<file path="config.mk">
export PLATFORM = sky130hd
export DESIGN_NAME = dawson_stream_if
export DESIGN_NICKNAME = d
export VERILOG_FILES = /design/src/rtl/chips_if_pkg.sv /design/src/rtl/chips_fifo.sv /design/src/rtl/dawson_stream_if.sv
export SDC_FILE = /design/constraint.sdc
export NUM_CORES = 1
export LEC_CHECK = 0
export ABC_CLOCK_PERIOD_IN_PS = 3100
export CORE_UTILIZATION = 34
export DETAILED_ROUTE_END_ITERATION = 7
export PLACE_DENSITY = 0.58
export SLEW_MARGIN = 20
export SYNTH_ARGS = -nofsm -noshare
export SYNTH_HDL_FRONTEND = slang
export SYNTH_SLANG_ARGS = --single-unit
</file>
<file path="constraint.sdc">
create_clock -name clock -period 3.1 [get_ports clock]
set_clock_uncertainty 0.15 [all_clocks]
set_input_delay 0.93 -clock clock [delete_from_list [all_inputs] [get_ports clock]]
set_output_delay 0.93 -clock clock [all_outputs]
set_load 0.02 [all_outputs]
</file>
<file path="src/rtl/chips_if_pkg.sv">
// Shared types and constants for the streaming Dawson chips bridge.
package chips_if_pkg;

    typedef enum logic [1:0] {
        RESET  = 2'd0,
        IDLE   = 2'd1,
        TX     = 2'd2,
        WAIT_Z = 2'd3
    } state_t;

    localparam int WIDTH_SP = 32;
    localparam int WIDTH_DP = 64;

endpackage

</file>
<file path="src/rtl/chips_fifo.sv">
// Small synchronous FIFO with occupancy count and combinational head read.
module chips_fifo #(
    parameter int DW    = 64,
    parameter int DEPTH = 4
) (
    input  logic                     clock,
    input  logic                     reset_n,
    input  logic                     push,
    input  logic [DW-1:0]            push_data,
    input  logic                     pop,
    output logic [DW-1:0]            head,
    output logic                     full,
    output logic                     empty,
    output logic [$clog2(DEPTH):0]   count
);

    localparam int AW = $clog2(DEPTH);
    localparam logic [AW:0] FULL_COUNT = (AW + 1)'(DEPTH);

    logic [DW-1:0] mem [DEPTH];
    logic [AW-1:0] wr_ptr;
    logic [AW-1:0] rd_ptr;
    logic          do_push;
    logic          do_pop;

    // A full FIFO refuses a push even when a pop happens on the same edge.
    assign do_push = push && !full;
    assign do_pop  = pop && !empty;

    assign full  = (count == FULL_COUNT);
    assign empty = (count == '0);
    assign head  = mem[rd_ptr];

    always_ff @(posedge clock or negedge reset_n) begin
        if (!reset_n) begin
            wr_ptr <= '0;
            rd_ptr <= '0;
            count  <= '0;
        end else begin
            if (do_push) wr_ptr <= wr_ptr + 1'b1;
            if (do_pop)  rd_ptr <= rd_ptr + 1'b1;
            case ({do_push, do_pop})
                2'b10:   count <= count + 1'b1;
                2'b01:   count <= count - 1'b1;
                default: count <= count;
            endcase
        end
    end

    always_ff @(posedge clock) begin
        if (do_push) mem[wr_ptr] <= push_data;
    end

endmodule

</file>
<file path="src/rtl/dawson_stream_if.sv">
// Streaming valid/ready front end for one Dawson FPU unit: operand FIFO,
// chips strobe/ack sequencer, and result FIFO with user backpressure.
module dawson_stream_if
    import chips_if_pkg::*;
#(
    parameter int WIDTH        = 32,
    parameter int DEPTH        = 4,
    parameter int NUM_OPERANDS = 2
) (
    input  logic                    clock,
    input  logic                    reset_n,
    input  logic                    in_valid,
    output logic                    in_ready,
    input  logic [WIDTH-1:0]        in_a,
    input  logic [WIDTH-1:0]        in_b,
    output logic                    out_valid,
    input  logic                    out_ready,
    output logic [WIDTH-1:0]        out_z,
    output logic                    busy,
    output logic                    clk,
    output logic                    rst,
    output logic [WIDTH-1:0]        input_a,
    output logic [WIDTH-1:0]        input_b,
    output logic                    input_a_stb,
    output logic                    input_b_stb,
    input  logic                    input_a_ack,
    input  logic                    input_b_ack,
    input  logic [WIDTH-1:0]        output_z,
    input  logic                    output_z_stb,
    output logic                    output_z_ack,
    output logic [1:0]              dbg_state,
    output logic [$clog2(DEPTH):0]  dbg_op_count,
    output logic [$clog2(DEPTH):0]  dbg_res_count
);

    // Handshakes: a transfer happens on a rising clock edge where the
    // producer's valid/stb and the consumer's ready/ack are both high.

    state_t             state;
    logic [WIDTH-1:0]   opa;
    logic [WIDTH-1:0]   opb;
    logic               a_done;
    logic               b_done;
    logic               a_done_nxt;
    logic               b_done_nxt;

    logic [2*WIDTH-1:0] op_head;
    logic               op_full;
    logic               op_empty;
    logic               op_push;
    logic               op_pop;

    logic [WIDTH-1:0]   res_head;
    logic               res_full;
    logic               res_empty;
    logic               res_pop;

    assign op_push = in_valid && in_ready;
    assign op_pop  = (state == IDLE) && !op_empty;
    assign res_pop = out_valid && out_ready;

    chips_fifo #(
        .DW    (2 * WIDTH),
        .DEPTH (DEPTH)
    ) u_op_fifo (
        .clock     (clock),
        .reset_n   (reset_n),
        .push      (op_push),
        .push_data ({in_a, (NUM_OPERANDS == 2) ? in_b : {WIDTH{1'b0}}}),
        .pop       (op_pop),
        .head      (op_head),
        .full      (op_full),
        .empty     (op_empty),
        .count     (dbg_op_count)
    );

    chips_fifo #(
        .DW    (WIDTH),
        .DEPTH (DEPTH)
    ) u_res_fifo (
        .clock     (clock),
        .reset_n   (reset_n),
        .push      (output_z_ack),
        .push_data (output_z),
        .pop       (res_pop),
        .head      (res_head),
        .full      (res_full),
        .empty     (res_empty),
        .count     (dbg_res_count)
    );

    assign a_done_nxt = a_done || (input_a_stb && input_a_ack);
    assign b_done_nxt = b_done || (input_b_stb && input_b_ack);

    always_ff @(posedge clock or negedge reset_n) begin
        if (!reset_n) begin
            state  <= RESET;
            opa    <= '0;
            opb    <= '0;
            a_done <= 1'b0;
            b_done <= 1'b0;
        end else begin
            case (state)
                RESET: state <= IDLE;
                IDLE: begin
                    if (op_pop) begin
                        opa    <= op_head[2*WIDTH-1:WIDTH];
                        opb    <= op_head[WIDTH-1:0];
                        a_done <= 1'b0;
                        // Unary units never see a B strobe.
                        b_done <= (NUM_OPERANDS == 1);
                        state  <= TX;
                    end
                end
                TX: begin
                    a_done <= a_done_nxt;
                    b_done <= b_done_nxt;
                    if (a_done_nxt && b_done_nxt) state <= WAIT_Z;
                end
                WAIT_Z: begin
                    if (output_z_ack) state <= IDLE;
                end
                default: state <= RESET;
            endcase
        end
    end

    assign clk          = clock;
    assign rst          = (state == RESET);
    assign in_ready     = !op_full && (state != RESET);
    assign input_a_stb  = (state == TX) && !a_done;
    assign input_b_stb  = (state == TX) && !b_done && (NUM_OPERANDS == 2);
    assign input_a      = input_a_stb ? opa : '0;
    assign input_b      = input_b_stb ? opb : '0;
    // A full result FIFO stalls the unit rather than passing results through.
    assign output_z_ack = (state == WAIT_Z) && output_z_stb && !res_full;
    assign out_valid    = !res_empty;
    assign out_z        = out_valid ? res_head : '0;
    assign busy         = ((state != IDLE) && (state != RESET)) || !op_empty || !res_empty;
    assign dbg_state    = state;

endmodule

</file>
### After elaboration in Yosys (flattened, before gate mapping)

Memory sizes are Yosys's and may differ from the RTL's. A register that Yosys moved wholly into a read port is not among the register bits.
Index checks and enable logic that the tools add are counted.

* bits in registers: 18
* bits in writable memories: 384
* bits of input ports: 103
* word-level logic and storage cells: 85
* memories kept: 2

* $add $sub $neg: 8
* eq/ne operators: 13
* mux-type cells: 16
* reduce and logical (&&, ||, !) cells: 37

Memory list
* u_op_fifo.mem: depth 4, bits a word 64, rd ports 1, clocked after Yosys merged registers in 1, write ports 1, RTL line chips_fifo.sv:20 `logic [DW-1:0] mem [DEPTH];`
* u_res_fifo.mem: depth 4, bits a word 32, rd ports 1, clocked after Yosys merged registers in 0, write ports 1, RTL line chips_fifo.sv:20

Operator list (count)
* 2-to-1 mux 32 bit: 3
* logical AND 1 bit: 16
* case mux 3 bit (2 select lines): 2
* adder 2 x 1 -> 2 bit (second input constant): 4
* equality test 2 bit (second input constant): 4
* case mux 2 bit (4 select lines): 1
* nonzero test 2 bit: 4
* logical NOT 1 bit: 7
* adder 3 x 1 -> 3 bit (second input constant): 2
* equality test 2 x 1 -> 1 bit (second input constant): 3
* equality test 3 bit (second input constant): 2
* logical NOT 3 bit: 2
* 2-to-1 mux 2 bit: 3
* inequality test 2 x 1 -> 1 bit (second input constant): 3
* subtractor 3 x 1 -> 3 bit (second input constant): 2
* 2-to-1 mux 1 bit: 5
* logical OR 1 bit: 4
* case mux 1 bit (2 select lines): 2
* AND reduction 2 bit: 2
* AND reduction 3 bit: 1
* logical NOT 2 bit: 1
* inequality test 2 bit (second input constant): 1

### Longest topological paths before layout

* depth in word-level cells: 7
* mapped depth: 11

### By module

From an unflattened synthesis, not the netlist that was laid out.

* cells, all modules: 850
* area total of the unflattened synthesis: 18342.6 um^2

By module, submodules not included
* chips_fifo at u_op_fifo: times used 1, cells each 371, area an instance 9655.5 um^2
* chips_fifo at u_res_fifo: times used 1, cells each 205, area an instance 5091.1 um^2
* dawson_stream_if: times used 1, cells each 274, area an instance 3595.9 um^2

==> summary by stage <==
Setup path
The top fanout value on the critical path is 5. Data on the critical path is required at its endpoint by 2.02 ns. The startpoint of the most critical register-to-register path is u_res_fifo.count[1]$_DFFE_PN0P_. The kind of end point of the critical path is an output pin.

The critical path ends at out_z[23]. The worst reg-to-reg path cell count is 12. Tracing the worst setup path back leads to its startpoint at u_res_fifo.rd_ptr[0]$_DFFE_PN0P_. STA classifies the critical path startpoint as a register. The kind of critical path is register to output pin. The worst reg2reg path endpoint is u_res_fifo.count[2]$_DFFE_PN0P_. Across all register-to-register paths, the minimum setup slack is 0.66 ns.

The endpoint arrival time on the critical path is 2.23 ns.

Global route
The aggregate global routing overflow is 0. The number of antenna violations at the first check in global routing is 7. Entering global routing, the biggest net connects 68 pins.

The wire length of the first global-routing pass is 64900 um. The number of global-route vias before repair is 10300. In the global route stage, overall resource usage came out at 0.164.

Clock tree
The CTS tree is built. The clock-pin slew on the worst setup and hold paths is 0.06 ns. For the worst-skew pair, the clock arrives at the later sink with an insertion delay of 0.70 ns.

Timing
Setup repair after global routing could not meet its margin everywhere. Setup violations remaining at the end of the flow were counted as 92. The total count of hold-check failures in the final report is 0.

The clock period minus worst slack is 3.31 ns. The count of pins over their slew limit is 0. After layout, the worst setup slack is -0.208 ns. The total negative slack for setup checks is -7.20 ns. Measured against its own limit, the worst slew margin works out to 0.347. Derived from the worst setup path, the maximum achievable clock frequency is 302 MHz. For the pin with the worst max-slew slack, the measured transition is 0.979 ns. The final cycle utilization of the critical path is 1.07.

Route
The via count of the routed design is 9730. The DRC violations left is 0. The average detailed-routed wire length per instance is 21.6 um. The routed via count divided by cell count is 4.81. The number of nets with antenna violations after detailed routing is 0. The routed design has 43600 um of wire.

The first TritonRoute pass finished after 5 iterations. The violation count after the first detailed-route iteration is 479.

Cells and area
The layout overhead on the synthesized area is 34.0%. In the final layout, the multi-input gates occupy 4470 um2. The number of antenna diodes in the final layout is 0. The final layout contains 1414 nets. The share of cells above drive strength 1 is 0.365. The core occupancy in the finished layout is 0.463.

The number of fill cells is 4553. The footprint of the flip-flops and latches is 13600 um2.

Run status
The checks that failed: setup timing. The run finished, with violations left.

Place
Routability-driven placement finished with a final weighted congestion of 0.713. Detailed placement finished with a half-perimeter wire length of 24000 um. Before CTS, the worst setup slack after placement is -0.302 ns.

The number of I/O port buffers is 214.

Synthesis
A synthesized cell averages 18.3 um2. The area of the mapped netlist is 18200 um2. Ranked by total cell area, the synthesized netlist is headed by edfxtp_1 63%, dfrtp_1 11%, mux4_2 9.3%. The proportion of netlist area held by the largest area contributor is 0.634. For this run, the register share of the synthesized area comes to 0.747. In the synthesized netlist, the cells that appear most often are 384 x edfxtp_1, 195 x nand2_1, 107 x and2_1.

The most used flip-flop cell after synthesis is edfxtp_1. edfxtp_1 is the most common cell in the netlist. The synthesized net count is 1112. Synthesis handed over a netlist of 993 instances. After synthesis, the netlist uses 39 different library cells. Counting flops and latches in the post-synthesis netlist gives 466. Counting flops with an async set or reset pin after synthesis yields a share of 0.176. The dominant cell type by area after synthesis is edfxtp_1. Yosys printed 0 warnings. The synthesized design contains 384 enable-type register cells.

Flow run
The number of maximum-capacitance constraint violations is 0.

Die
The die is 233 um wide. 215 I/O pins were placed. The core region is 52700 um2. For this configuration, the core starts out at a cell density of 0.345. The die area is 54400 um2.

The row count is 84. The die height is 233 um.

Power
The cell leakage power is 8.99 nW. The sum of internal, switching and leakage power is 24.7 mW. The areal power density over the cells is 1010 nW/um2. The largest vdd supply drop is 0.462 mV.

Worst hold path
The path class of the tightest hold or removal check is input pin to asynchronous set/reset pin.
report_power, final:
part	total [mW]	internal [mW]	switching, mW	leakage [nW]
clock network	6.29	3.80	2.49	0.866
registers	9.04	8.24	0.791	4.49
logic	9.38	4.88	4.50	3.64
total	24.7	16.9	7.78	8.99
per-layer routing:
layer,track usage,up-vias,part of all wire
met5,0,-,0.0018
met1,0.224,5064,0.45
met4,0.0502,12,0.021
met3,0.0435,75,0.068
met2,0.255,270,0.46
li1,-,4309,-
final cells by class:
| type | instances | area share |
|---|---|---|
| clock buffers | 69 | 0.0595 |
| clock inverters | 28 | 0.0133 |
| inverters | 17 | 0.00262 |
| multi-input cells | 461 | 0.183 |
| flip-flops and latches | 466 | 0.558 |
| well taps | 688 | 0.0353 |
| repair buffers | 295 | 0.148 |
flip-flops by register name, indices dropped and copies added (netlist names), 2 cells and up:
| register | cells |
|---|---|
| dbg_state | 2 |
| opa | 32 |
| opb | 32 |
| u_op_fifo.count | 3 |
| u_op_fifo.mem | 256 |
| u_op_fifo.rd_ptr | 2 |
| u_op_fifo.wr_ptr | 2 |
| u_res_fifo.count | 3 |
| u_res_fifo.mem | 128 |
| u_res_fifo.rd_ptr | 2 |
| u_res_fifo.wr_ptr | 2 |
critical path: stages, from the launching register on:
cell     delay, ns
dfrtp_2       0.37
buf_12        0.13
buf_12        0.12
buf_16        0.12
mux4_2        0.50
and2_4        0.17
buf_6         0.12
per-stage QoR:
stage	area [um2]	hold slack, ns	std cells
after floorplan	18200	0.287	993
after global placement	21600	0.300	1893
after detailed placement	21600	0.304	1893
after CTS	24400	0.0343	2024
after global routing	24400	0.0388	2024
final	24400	0.0538	2024
how the worst min path moves through the flow:
stage	from	to	slack, ns	depth (start not counted)
final	reset_n	u_op_fifo.rd_ptr[1]$_DFFE_PN0P_	0.05	1
after global routing	reset_n	u_op_fifo.rd_ptr[1]$_DFFE_PN0P_	0.04	1
after CTS	reset_n	u_op_fifo.rd_ptr[1]$_DFFE_PN0P_	0.03	1
after detailed placement	opb[5]$_DFFE_PN0P_	opb[5]$_DFFE_PN0P_	0.30	2
after global placement	opa[6]$_DFFE_PN0P_	opa[6]$_DFFE_PN0P_	0.30	2
after floorplan	opa[0]$_DFFE_PN0P_	opa[0]$_DFFE_PN0P_	0.29	2
cells in the final DEF, fill, tap and decap left out, drive strengths merged, types with 3 or more instances in the layout:
cell type      Yosys  layout
xnor2              7       7
edfxtp           384     384
nor2               5       5
xor2               5       5
nand2            195     195
a21oi              5       5
clkbuf            16      69
inv               17      20
buf               33     185
dfrtp             82      82
o21ai              3       3
bufinv             0       6
and2             107     107
clkdlybuf4s50      0     109
ha                14      14
clkinvlp           0       4
mux4              96      96
clkinv             0      15
logic make-up after synthesis:
kind of cell	after synthesis	share of synthesized area
simple gates	317	0.0822
fa+ha+maj	16	0.0118
compound gates	17	0.00757
mux	99	0.125
xor+xnor	12	0.00578
buf+inv	66	0.0207
flops	466	0.747
repair_timing:
action / in CTS / in global routing
pin swaps: 43 / 15
hold buffers: 0 / 0
buffers inserted: 23 / 7
cloned: 12 / 0
gates resized for setup: 751 / 22
endpoints found under the setup margin: 105 / 102
No activity file was read; power rests on OpenSTA's default activity.
